### src/rtl/ultrasonic_scan_controller.sv
// rtl/ultrasonic_scan_controller.sv - round-robin ultrasonic sensor trigger/echo sequencer
// One shot per sensor visit: trigger, wait for echo, time its width, report, then guard gap.
module ultrasonic_scan_controller #(
  parameter int NUM_SENSORS    = 4,
  parameter int IDX_W          = 2,
  parameter int TRIG_CYCLES    = 500,
  parameter int TIMEOUT_CYCLES = 1200000,
  parameter int GUARD_CYCLES   = 100000,
  parameter int CNT_W          = 24
) (
  input  logic                   clk,
  input  logic                   rst,
  input  logic                   enable,
  input  logic [NUM_SENSORS-1:0] echo_rise,
  input  logic [NUM_SENSORS-1:0] echo_fall,
  output logic [NUM_SENSORS-1:0] trig,
  output logic                   busy,
  output logic                   meas_valid,
  output logic [IDX_W-1:0]       meas_idx,
  output logic [CNT_W-1:0]       meas_count,
  output logic                   meas_timeout
);

  typedef enum logic [2:0] {
    S_IDLE,
    S_TRIG,
    S_WAIT_RISE,
    S_MEASURE,
    S_REPORT,
    S_GUARD
  } state_e;

  localparam logic [CNT_W-1:0] TRIG_LIM    = CNT_W'(TRIG_CYCLES);
  localparam logic [CNT_W-1:0] TIMEOUT_LIM = CNT_W'(TIMEOUT_CYCLES);
  localparam logic [CNT_W-1:0] GUARD_LIM   = CNT_W'(GUARD_CYCLES);
  localparam logic [IDX_W-1:0] LAST_IDX    = IDX_W'(NUM_SENSORS - 1);

  state_e                 state_q, state_d;
  logic [IDX_W-1:0]       idx_q, idx_d;
  logic [CNT_W-1:0]       cnt_q, cnt_d;
  logic [NUM_SENSORS-1:0] trig_q, trig_d;
  logic                   busy_q, busy_d;
  logic                   meas_valid_q, meas_valid_d;
  logic [IDX_W-1:0]       meas_idx_q, meas_idx_d;
  logic [CNT_W-1:0]       meas_count_q, meas_count_d;
  logic                   meas_timeout_q, meas_timeout_d;

  logic [CNT_W-1:0] cnt_inc;
  logic             rise_sel;
  logic             fall_sel;

  // cnt_inc is the number of cycles spent in the current state including this one.
  assign cnt_inc  = cnt_q + CNT_W'(1);
  assign rise_sel = echo_rise[idx_q];
  assign fall_sel = echo_fall[idx_q];

  always_comb begin
    state_d        = state_q;
    idx_d          = idx_q;
    cnt_d          = cnt_inc;
    meas_valid_d   = 1'b0;
    meas_idx_d     = meas_idx_q;
    meas_count_d   = meas_count_q;
    meas_timeout_d = meas_timeout_q;

    case (state_q)
      S_IDLE: begin
        cnt_d = '0;
        if (enable) begin
          state_d = S_TRIG;
        end
      end
      S_TRIG: begin
        if (cnt_inc == TRIG_LIM) begin
          state_d = S_WAIT_RISE;
          cnt_d   = '0;
        end
      end
      S_WAIT_RISE: begin
        // A fall arriving together with the rise is deliberately dropped.
        if (rise_sel) begin
          state_d = S_MEASURE;
          cnt_d   = '0;
        end else if (cnt_inc == TIMEOUT_LIM) begin
          state_d        = S_REPORT;
          cnt_d          = '0;
          meas_valid_d   = 1'b1;
          meas_idx_d     = idx_q;
          meas_count_d   = '0;
          meas_timeout_d = 1'b1;
        end
      end
      S_MEASURE: begin
        if (fall_sel) begin
          state_d        = S_REPORT;
          cnt_d          = '0;
          meas_valid_d   = 1'b1;
          meas_idx_d     = idx_q;
          meas_count_d   = cnt_inc;
          meas_timeout_d = 1'b0;
        end else if (cnt_inc == TIMEOUT_LIM) begin
          state_d        = S_REPORT;
          cnt_d          = '0;
          meas_valid_d   = 1'b1;
          meas_idx_d     = idx_q;
          meas_count_d   = TIMEOUT_LIM;
          meas_timeout_d = 1'b1;
        end
      end
      S_REPORT: begin
        state_d = S_GUARD;
        cnt_d   = '0;
        idx_d   = (idx_q == LAST_IDX) ? '0 : idx_q + IDX_W'(1);
      end
      S_GUARD: begin
        if (cnt_inc == GUARD_LIM) begin
          state_d = enable ? S_TRIG : S_IDLE;
          cnt_d   = '0;
        end
      end
      default: begin
        state_d = S_IDLE;
        cnt_d   = '0;
      end
    endcase

    trig_d = '0;
    if (state_d == S_TRIG) begin
      trig_d[idx_d] = 1'b1;
    end
    busy_d = (state_d != S_IDLE);
  end

  always_ff @(posedge clk or posedge rst) begin
    if (rst) begin
      state_q        <= S_IDLE;
      idx_q          <= '0;
      cnt_q          <= '0;
      trig_q         <= '0;
      busy_q         <= 1'b0;
      meas_valid_q   <= 1'b0;
      meas_idx_q     <= '0;
      meas_count_q   <= '0;
      meas_timeout_q <= 1'b0;
    end else begin
      state_q        <= state_d;
      idx_q          <= idx_d;
      cnt_q          <= cnt_d;
      trig_q         <= trig_d;
      busy_q         <= busy_d;
      meas_valid_q   <= meas_valid_d;
      meas_idx_q     <= meas_idx_d;
      meas_count_q   <= meas_count_d;
      meas_timeout_q <= meas_timeout_d;
    end
  end

  assign trig         = trig_q;
  assign busy         = busy_q;
  assign meas_valid   = meas_valid_q;
  assign meas_idx     = meas_idx_q;
  assign meas_count   = meas_count_q;
  assign meas_timeout = meas_timeout_q;

endmodule
### config.mk
export PLATFORM = sky130hd
export DESIGN_NAME = ultrasonic_scan_controller
export DESIGN_NICKNAME = d
export VERILOG_FILES = /design/src/rtl/ultrasonic_scan_controller.sv
export SDC_FILE = /design/constraint.sdc
export NUM_CORES = 1
export LEC_CHECK = 0
export CAP_MARGIN = 20
export CORE_UTILIZATION = 32
export DETAILED_ROUTE_END_ITERATION = 7
export PLACE_DENSITY_LB_ADDON = 0.08
export SETUP_SLACK_MARGIN = 0.3
export SLEW_MARGIN = 0
export SYNTH_ARGS = -nofsm -noshare
export SYNTH_HDL_FRONTEND = slang
export SYNTH_SLANG_ARGS = --single-unit
### constraint.sdc
create_clock -name clk -period 3.55 [get_ports clk]
set_input_delay 1.065 -clock clk [delete_from_list [all_inputs] [get_ports clk]]
set_output_delay 1.065 -clock clk [all_outputs]
set_load 0.02 [all_outputs]
==> results of run 1 <==
layer usage:
layer  global-route usage (%)  vias to the layer above  routed length [um]
met3                     3.86                       14                 342
li1                         -                     1280                   -
met4                     7.04                        0                 143
met2                     30.3                       70                4070
met1                     23.4                     1310                4100
met5                        0                        -                   0
per-stage QoR:
| stage | worst slack [ns] | instances | instance area, um^2 | power, W |
|---|---|---|---|---|
| after floorplan | 0.533 | 333 | 3250 | 0.00102 |
| after global placement | 0.183 | 502 | 3820 | 0.00107 |
| after detailed placement | 0.0627 | 502 | 3820 | 0.00107 |
| after CTS | 0.319 | 517 | 4060 | 0.00175 |
| after global routing | 0.300 | 520 | 4150 | 0.00183 |
| final | 0.467 | 520 | 4150 | 0.00175 |
cells in the final DEF (no fill, tap or decap), drive strengths merged, types with 2 or more instances in the layout:
cell type	instances
nor4b	3
and3	6
mux4	2
nand2	37
a31o	2
o21ai	17
xor2	7
clkdlybuf4s50	43
clkbuf	12
inv	9
or2	3
nor2	43
a31oi	4
mux2i	3
nand3	10
nor3	13
a21boi	6
xnor2	14
and4	6
o31a	2
buf	14
o22a	4
nand2b	2
nor2b	3
a21oi	6
o211ai	2
ha	2
dfrtp	62
nor4	11
nand4	10
and2	2
a211o	2
nor3b	4
worst paths after layout:
check	start	to
max reg2reg	cnt_q[10]	busy
max	cnt_q[10]	busy
min	meas_count[23]	meas_count[23]
max in group asynchronous	rst	cnt_q[8]
min in group asynchronous	rst	trig[1]
min reg2reg	meas_count[23]	meas_count[23]
state kept, by name, indices dropped and copies added (netlist names):
register,cells
state_q,3
busy,1
meas_valid,1
cnt_q,24
idx_q,2
trig,4
meas_timeout,1
meas_idx,2
meas_count,24
worst min-delay path, cell delays in order (launching register included):
cell and delay [ns]:
dfrtp_1 0.34, nand2_1 0.04, o21ai_0 0.05
Yosys cell counts (2+ instances only):
library cell  instances  area, um^2
nand2_1              36         135
xnor2_1              14         123
o31a_1                2        17.5
a211o_1               2        17.5
ha_1                  2        25.0
and2_1                2        12.5
nor2_1               43         161
buf_4                 5        37.5
a31o_2                2        17.5
a31oi_1               3        18.8
nor4_1               11        68.8
nand4_1               9        56.3
xor2_1                7        61.3
buf_2                 5        25.0
mux4_2                2        45.0
and4_1                5        43.8
inv_1                 8        30.0
a21oi_1               6        30.0
buf_6                 2        22.5
clkbuf_1              6        22.5
dfrtp_1              62        1550
and3_1                6        37.5
nor2b_1               3        18.8
o21ai_0              17        85.1
nand3_1              10        50.1
mux2i_1               3        30.0
a21boi_0              5        37.5
o22a_1                4        35.0
nand2b_1              2        12.5
or2_2                 2        12.5
nor3_1               12        60.1
nor3b_1               4        30.0
report_power, final:
| group | switching, W | internal, W |
|---|---|---|
| clock | 0.000298 | 0.000377 |
| combinational | 0.000138 | 0.000113 |
| sequential | 0.0000823 | 0.000747 |
cell families (layout without fill, tap and decap cells):
kind of cell	after synthesis	in the layout	share of synthesized area, %
buffers and inverters	27	81	4.35
muxes	6	6	2.65
DFF	62	62	47.7
and+or+nand+nor	159	159	26.3
AOI/OAI and AO/OA	56	56	12.5
xor gates and xnor gates	21	21	5.66
adders and majority gates	2	2	0.769
area by class of cell:
cell class              count  area (um^2)  area share [%]
clock buffers              12          165            3.98
clock inverters             3         42.5            1.03
inverters                   9         33.8           0.814
multi-input cells         244         1650            39.7
flip-flops and latches     62         1560            37.5
well taps                 133          166            4.01
repair buffers             57          536            12.9
what timing repair did:
action / 4_1_cts / 5_1_grt
buffers inserted: 0 / 3
endpoints found under the setup margin: 1 / 25
hold endpoints to repair: 0 / 0
resized for setup: 7 / 18
pin swaps: 0 / 5
gates cloned: 0 / 0
==> flow_summary.json, run 1 <==
{
  "status": "completed",
  "die_y_um": 103,
  "r2r_setup_slack_ns": 0.47,
  "hpwl_mm": 6.30,
  "die_w_um": 103,
  "grt_pass1_vias": 2748,
  "end_kind": "register",
  "core-area_um2": 9820,
  "cpMaxStageDelayCell": "or4b_1",
  "synth_cells": 333,
  "cts_buffer_depth": 2,
  "first_iter_violations": 94,
  "cp_num_buf_inv": 0,
  "crit_path_cell_trace": "nand4_4, or2_1, o31a_1, nor4_1, and4_4, a21boi_0, a211o_1, or4b_1",
  "rsz0062_at_grt": "no",
  "track_usage_pct": 18.3,
  "rows": 36,
  "drv_slew": 0,
  "setup_viol": 0,
  "drv_cap": 0,
  "crit_arrival_ns": 3.30,
  "skew_ns": 0.0119,
  "ys_ff_latch": 62,
  "fin_util_pct": 42.2,
  "holdBufCountCts": 0,
  "required_ns": 3.77,
  "critical_path_class": "reg -> reg",
  "cp-start-kind": "register",
  "fmax_mhz": 324,
  "min_path_type": "reg -> reg",
  "cts_tree": "built",
  "fin_crit_ns": 3.08,
  "syn-num-nets": 346,
  "ant_nets": 0,
  "hold_violations": 0,
  "slew_headroom_pct": 59.1,
  "antenna_found_initial": 0,
  "holdWs_ns": 0.476,
  "layout.nets": 396,
  "synth_cell_types": 63,
  "viasPerCell": 5.14,
  "powerDensity_nw_per_um2": 423,
  "max_stage_delay_ns": 0.52,
  "crit_path_max_fanout": 8,
  "route.detailed.drc": 0,
  "htree_levels": 3,
  "fillers": 1024,
  "worst_pin_slew_ns": 0.612,
  "vdd_drop_max_v": 0.000153,
  "cts-root-buf": "clkbuf_8",
  "syn_area_um2": 3250,
  "syn_avg_cell_area_um2": 9.77,
  "wire_per_inst_um": 16.6,
  "start_util_pct": 33.1,
  "clock_latency_ns": 0.36,
  "firstDrtPassIters": 4,
  "gp_routability_congestion": 0.902,
  "pin_count": 44,
  "hold_depth": 2,
  "synth-async-reset-ratio_pct": 100,
  "reg2reg_depth": 8,
  "routed_wl_mm": 8.66,
  "cts_sinks": 62,
  "path_depth": 8,
  "synth_warnings": 0,
  "ys.flop_type": "dfrtp_1",
  "cts_buffers": 9,
  "grt_max_degree": 28,
  "drive_gt1_share_pct": 16.8,
  "grt.overflow.total": 0,
  "final.setup.tns_ns": 0,
  "synth_edf_count": 0,
  "clkTransAtPathRegs_ns": 0.07,
  "p_leak_nw": 1.76,
  "die_area_um2": 10600,
  "vias": 2674,
  "grt_pass1_wl_mm": 14.3,
  "post-route-period-util_pct": 86.8,
  "num_antenna_cells": 0,
  "yosysSeqAreaShare_pct": 47.7,
  "synthToLayoutAreaGrowth_pct": 27.5,
  "cp_top_family": "simple AND/OR/NAND/NOR gates",
  "portBuffers": 43
}
(Power assumes the default switching activity.)
==> run 2: changes to the inputs <==
--- a/config.mk
+++ b/config.mk
@@ -9,6 +9,7 @@
 export CORE_UTILIZATION = 32
 export DETAILED_ROUTE_END_ITERATION = 7
 export PLACE_DENSITY_LB_ADDON = 0.08
+export RECOVER_POWER = 25
 export SETUP_SLACK_MARGIN = 0.3
 export SLEW_MARGIN = 0
 export SYNTH_ARGS = -nofsm -noshare
==> run 2 against run 1 <==
Sequential power is essentially flat; sequential share of layout area is essentially flat; total power is essentially flat; worst setup slack lost 0.0025 ns; largest cell class unchanged; first-iteration DRC count is the same; wire length is essentially flat; count of clock-buffer cells in the layout is the same; via count grew 0.49%; hold slack is essentially flat; register-to-register slack is essentially flat; die area is the same.
==> flow_summary.json, run 2 (synthesis gave the netlist of run 1 again) <==
{
  "synthToLayoutAreaGrowth_pct": 27.4,
  "drv_cap": 0,
  "rsz0062_at_grt": "no",
  "final_cell_mix": "dfrtp_1 (58), nor2_1 (42), clkdlybuf4s50_1 (42), nand2_1 (36), o21ai_0 (17)",
  "hold_violations": 0,
  "grt_max_degree": 28,
  "routed_wl_mm": 8.66,
  "layout.nets": 396,
  "grt_pass1_wl_mm": 14.3,
  "cts_buffers": 9,
  "final_common_cell": "dfrtp_1",
  "switching_share_pct": 29.5,
  "place_ws_ns": 0.0627,
  "register_area_um2": 1560,
  "die_y_um": 103,
  "fmax_mhz": 324,
  "placedCellCount": 502,
  "slew_headroom_pct": 31.3,
  "cts_tree": "built",
  "worst_pin_slew_ns": 1.03,
  "start_util_pct": 33.1,
  "switching_power_w": 0.000518,
  "p_comb_share_pct": 14.3,
  "die_w_um": 103,
  "crit_arrival_ns": 3.31,
  "clock_latency_ns": 0.35,
  "critical_path_class": "reg -> reg",
  "p_leak_nw": 1.76,
  "core-area_um2": 9820,
  "route.detailed.drc": 0,
  "holdWs_ns": 0.476,
  "fillers": 1024,
  "track_usage_pct": 18.3,
  "post-route-period-util_pct": 86.9,
  "status": "completed",
  "clkTransAtPathRegs_ns": 0.07,
  "htree_levels": 3,
  "setup_viol": 0,
  "finalWorstSetupSlack_ns": 0.465,
  "grt.overflow.total": 0,
  "wire_per_inst_um": 16.7,
  "vias": 2687,
  "fin_util_pct": 42.2,
  "hpwl_mm": 6.30,
  "stdcell_count": 520,
  "viasPerCell": 5.17,
  "fin_crit_ns": 3.09,
  "ant_nets": 0,
  "cts_sinks": 62,
  "num_antenna_cells": 0,
  "die_area_um2": 10600,
  "drive_gt1_share_pct": 16.3,
  "multi_input_area_um2": 1650,
  "min_path_type": "reg -> reg",
  "cp-start-kind": "register",
  "required_ns": 3.77,
  "seq_power_share_pct": 47.2,
  "final.setup.tns_ns": 0,
  "worstReg2RegEnd": "busy",
  "r2r_setup_slack_ns": 0.46,
  "p_int_w": 0.00124,
  "end_kind": "register",
  "gp_routability_congestion": 0.902,
  "crit_path_max_fanout": 8,
  "power_frac_clock_pct": 38.5,
  "portBuffers": 43,
  "vdd_drop_max_v": 0.000153,
  "pin_count": 44,
  "cts_buffer_depth": 2,
  "reg2reg_depth": 8,
  "worstReg2RegStart": "cnt_q[10]",
  "skew_ns": 0.0118,
  "holdPathEnd": "meas_count[23]",
  "grt_pass1_vias": 2748,
  "min_from": "meas_count[23]",
  "first_iter_violations": 94,
  "cts-root-buf": "clkbuf_8",
  "firstDrtPassIters": 4,
  "rows": 36,
  "holdBufCountCts": 0,
  "powerDensity_nw_per_um2": 423,
  "antenna_found_initial": 0,
  "drv_slew": 0,
  "hold_depth": 2
}
-- run 2: how the worst max path moves through the flow --
stage / end / slack (ns) / from / cells after the start
floorplan: busy / 0.53 / cnt_q[0] / 10
global placement: busy / 0.18 / cnt_q[0] / 9
detailed placement: busy / 0.06 / cnt_q[0] / 9
CTS: busy / 0.32 / cnt_q[0] / 9
global route: busy / 0.30 / cnt_q[2] / 8
finish: busy / 0.46 / cnt_q[10] / 8
-- run 2: timing repair --
item,4_1_cts,5_1_grt
setup buffers,0,3
pin swaps,0,5
endpoints found under the setup margin,1,25
resized for setup,7,18
-- run 2: metrics by stage --
| step | instance area, um^2 | total power, W |
|---|---|---|
| CTS | 4060 | 0.00175 |
| global placement | 3820 | 0.00107 |
| finish | 4140 | 0.00175 |
| detailed placement | 3820 | 0.00107 |
| floorplan | 3250 | 0.00102 |
| global route | 4140 | 0.00183 |
-- run 2: layout make-up --
class,count,area share (%)
multi-input combinational,244,39.8
sequential,62,37.6
clock inverter,3,1.03
tap,133,4.02
timing repair buffer,57,12.8
inverter,9,0.815
clock buffer,12,3.99
-- run 2: power by group through the flow --
stage / clock network [W] / registers [W] / logic (W)
after floorplan: 0 / 0.000770 / 0.000247
after global placement: 0 / 0.000830 / 0.000239
after detailed placement: 0 / 0.000832 / 0.000240
after CTS: 0.000686 / 0.000819 / 0.000242
after global routing: 0.000713 / 0.000837 / 0.000276
final: 0.000675 / 0.000829 / 0.000250
-- run 2: metal layers --
metal / share of wire, % / GRT usage (%) / up-vias / routed length [um]
met3: 4.1 / 3.86 / 17 / 357
met4: 1.7 / 7.04 / 0 / 151
met1: 47 / 23.4 / 1311 / 4070
li1: - / - / 1280 / -
met2: 47 / 30.3 / 79 / 4080
met5: 0 / 0 / - / 0
-- run 2: worst max-delay path, cell delays in order (launching register included) --
cell      delay, ns
dfrtp_1        0.47
nand4_4        0.17
or2_1          0.40
o31a_1         0.36
nor4_1         0.28
and4_4         0.34
a21boi_0       0.16
a211o_1        0.27
or4b_1         0.52
==> run 3: changes to the inputs <==
--- a/config.mk
+++ b/config.mk
@@ -8,7 +8,8 @@
 export CAP_MARGIN = 20
 export CORE_UTILIZATION = 32
 export DETAILED_ROUTE_END_ITERATION = 7
-export PLACE_DENSITY_LB_ADDON = 0.08
+export GPL_TIMING_DRIVEN = 0
+export PLACE_DENSITY_LB_ADDON = 0.1
 export RECOVER_POWER = 25
 export SETUP_SLACK_MARGIN = 0.3
 export SLEW_MARGIN = 0
==> run 3 against run 2 <==
Hold slack lost 0.00057 ns; sequential cell count is the same; sequential power shrank 7.7%; worst setup slack lost 0.11 ns; register-to-register slack lost 0.11 ns; largest cell class unchanged; non-clock buffer count grew 6; total power grew 2.9%; maximum frequency shrank 3.3%; clock skew shrank 0.0084 ns.
==> flow_summary.json, run 3 (synthesis gave the netlist of run 1 again) <==
{
  "status": "completed",
  "grt_max_degree": 41,
  "die_w_um": 103,
  "setup_viol": 0,
  "finalWorstSetupSlack_ns": 0.358,
  "required_ns": 3.76,
  "holdWs_ns": 0.476,
  "core-area_um2": 9820,
  "rows": 36,
  "crit_path_max_fanout": 9,
  "min_from": "meas_count[19]",
  "clkTransAtPathRegs_ns": 0.07,
  "fin_crit_ns": 3.19,
  "die_y_um": 103,
  "crit_path_cell_trace": "buf_2, and4_1, nand3_2, o21a_1, nor4b_4, and4_1, clkbuf_4, a21boi_0, a211o_1, or4b_1",
  "firstDrtPassIters": 4,
  "cp_top_family": "simple AND/OR/NAND/NOR gates",
  "critPathMostFrequentCell": "and4_1",
  "cts_buffer_depth": 2,
  "p_leak_nw": 1.77,
  "first_iter_violations": 95,
  "skew_ns": 0.00341,
  "route.detailed.drc": 0,
  "crit_arrival_ns": 3.41,
  "post-route-period-util_pct": 89.9,
  "grt_pass1_wl_mm": 13.8,
  "worstReg2RegStart": "cnt_q[6]",
  "grt.overflow.total": 0,
  "slew_headroom_pct": 33.6,
  "fmax_mhz": 313,
  "drv_cap": 0,
  "crit_start": "cnt_q[6]",
  "cts-root-buf": "clkbuf_8",
  "powerDensity_nw_per_um2": 434,
  "pin_count": 44,
  "place_ws_ns": 0.0131,
  "worst_pin_slew_ns": 0.996,
  "start_util_pct": 33.1,
  "portBuffers": 43,
  "hold_violations": 0,
  "htree_levels": 3,
  "clock_latency_ns": 0.34,
  "end_kind": "register",
  "rsz0062_at_grt": "yes",
  "cp_num_buf_inv": 2,
  "wire_per_inst_um": 15.6,
  "vias": 2629,
  "routed_wl_mm": 8.22,
  "drv_slew": 0,
  "cts_sinks": 62,
  "grt_pass1_vias": 2662,
  "num_antenna_cells": 0,
  "critical_path_class": "reg -> reg",
  "cts_buffers": 9,
  "gp_routability_congestion": 0.794,
  "drive_gt1_share_pct": 14.7,
  "antenna_found_initial": 0,
  "cts_tree": "built",
  "synthToLayoutAreaGrowth_pct": 27.8,
  "viasPerCell": 4.99,
  "cpMaxStageDelayCell": "or4b_1",
  "min_path_type": "reg -> reg",
  "die_area_um2": 10600,
  "track_usage_pct": 17.4,
  "max_stage_delay_ns": 0.52,
  "hpwl_mm": 6.04,
  "final_cell_mix": "dfrtp_1 (60), nor2_1 (43), clkdlybuf4s50_1 (42), nand2_1 (36), o21ai_0 (17)",
  "cp-start-kind": "register",
  "ant_nets": 0,
  "final_common_cell": "dfrtp_1",
  "vdd_drop_max_v": 0.000199,
  "layout.nets": 402
}
## run 3: cell types whose count changed in the layout (fill, tap and decap cells not counted), moves of 3 or more
cell / change
buf_4: -7
buf_2: +4
clkbuf_4: +3
and4_1: +4
and4_4: -3
## run 3: stage by stage
stage / cells / util [%] / setup TNS [ns] / power, W / instance area, um^2
floorplan: 333 / - / 0 / 0.00102 / 3250
global placement: 509 / 39.2 / -18.26 / 0.00109 / 3850
detailed placement: 510 / 39.4 / 0 / 0.00110 / 3870
CTS: 526 / 42.1 / 0 / 0.00182 / 4130
global route: 527 / 42.3 / 0 / 0.00189 / 4160
finish: 527 / 42.3 / 0 / 0.00181 / 4160
## run 3: worst paths after layout
check / to / slack (ns) / depth (start not counted)
setup / recovery: busy / 0.36 / 10
hold / removal: meas_count[19] / 0.48 / 2
setup reg to reg: busy / 0.36 / 10
hold reg to reg: meas_count[19] / 0.48 / 2
max in group asynchronous: cnt_q[9] / 0.65 / 3
min in group asynchronous: meas_count[13] / 1.35 / 2
## run 3: worst min-delay path, delay by kind of cell, from the launching register on
family             cells  cell delay, ns
AOI/OAI and AO/OA      1            0.05
DFF                    1            0.34
and+or+nand+nor        1            0.04
## run 3: what timing repair did
item	4_1_cts	5_1_grt
resized for setup	8	12
setup endpoints to repair	25	41
setup buffers	0	1
pin swaps	0	2
hold buffers	0	0
## run 3: per-layer routing
layer  routed length (um)  vias to the layer above  share of wire [%]  global-route usage (%)
li1                     -                     1306                  -                       -
met1                 4000                     1257                 49                    24.2
met2                 3840                       55                 47                    27.0
met3                  246                       11                3.0                    2.64
met4                  129                        0                1.6                    7.48
met5                    0                        -                  0                       0
## run 3: area by class of cell
| class | count | area [um^2] |
|---|---|---|
| Sequential cell | 62 | 1550 |
| Tap cell | 133 | 166 |
| Timing Repair Buffer | 45 | 443 |
| Buffer | 18 | 119 |
| Clock buffer | 10 | 138 |
| Inverter | 9 | 33.8 |
| Clock inverter | 6 | 85.1 |
| Multi-Input combinational cell | 244 | 1620 |
| Fill cell | 1051 | 5660 |
## run 3: power by group
group	switching, W	total [W]	internal, W
logic	0.000201	0.000336	0.000135
clock network	0.000293	0.000705	0.000412
registers	0.0000213	0.000765	0.000744
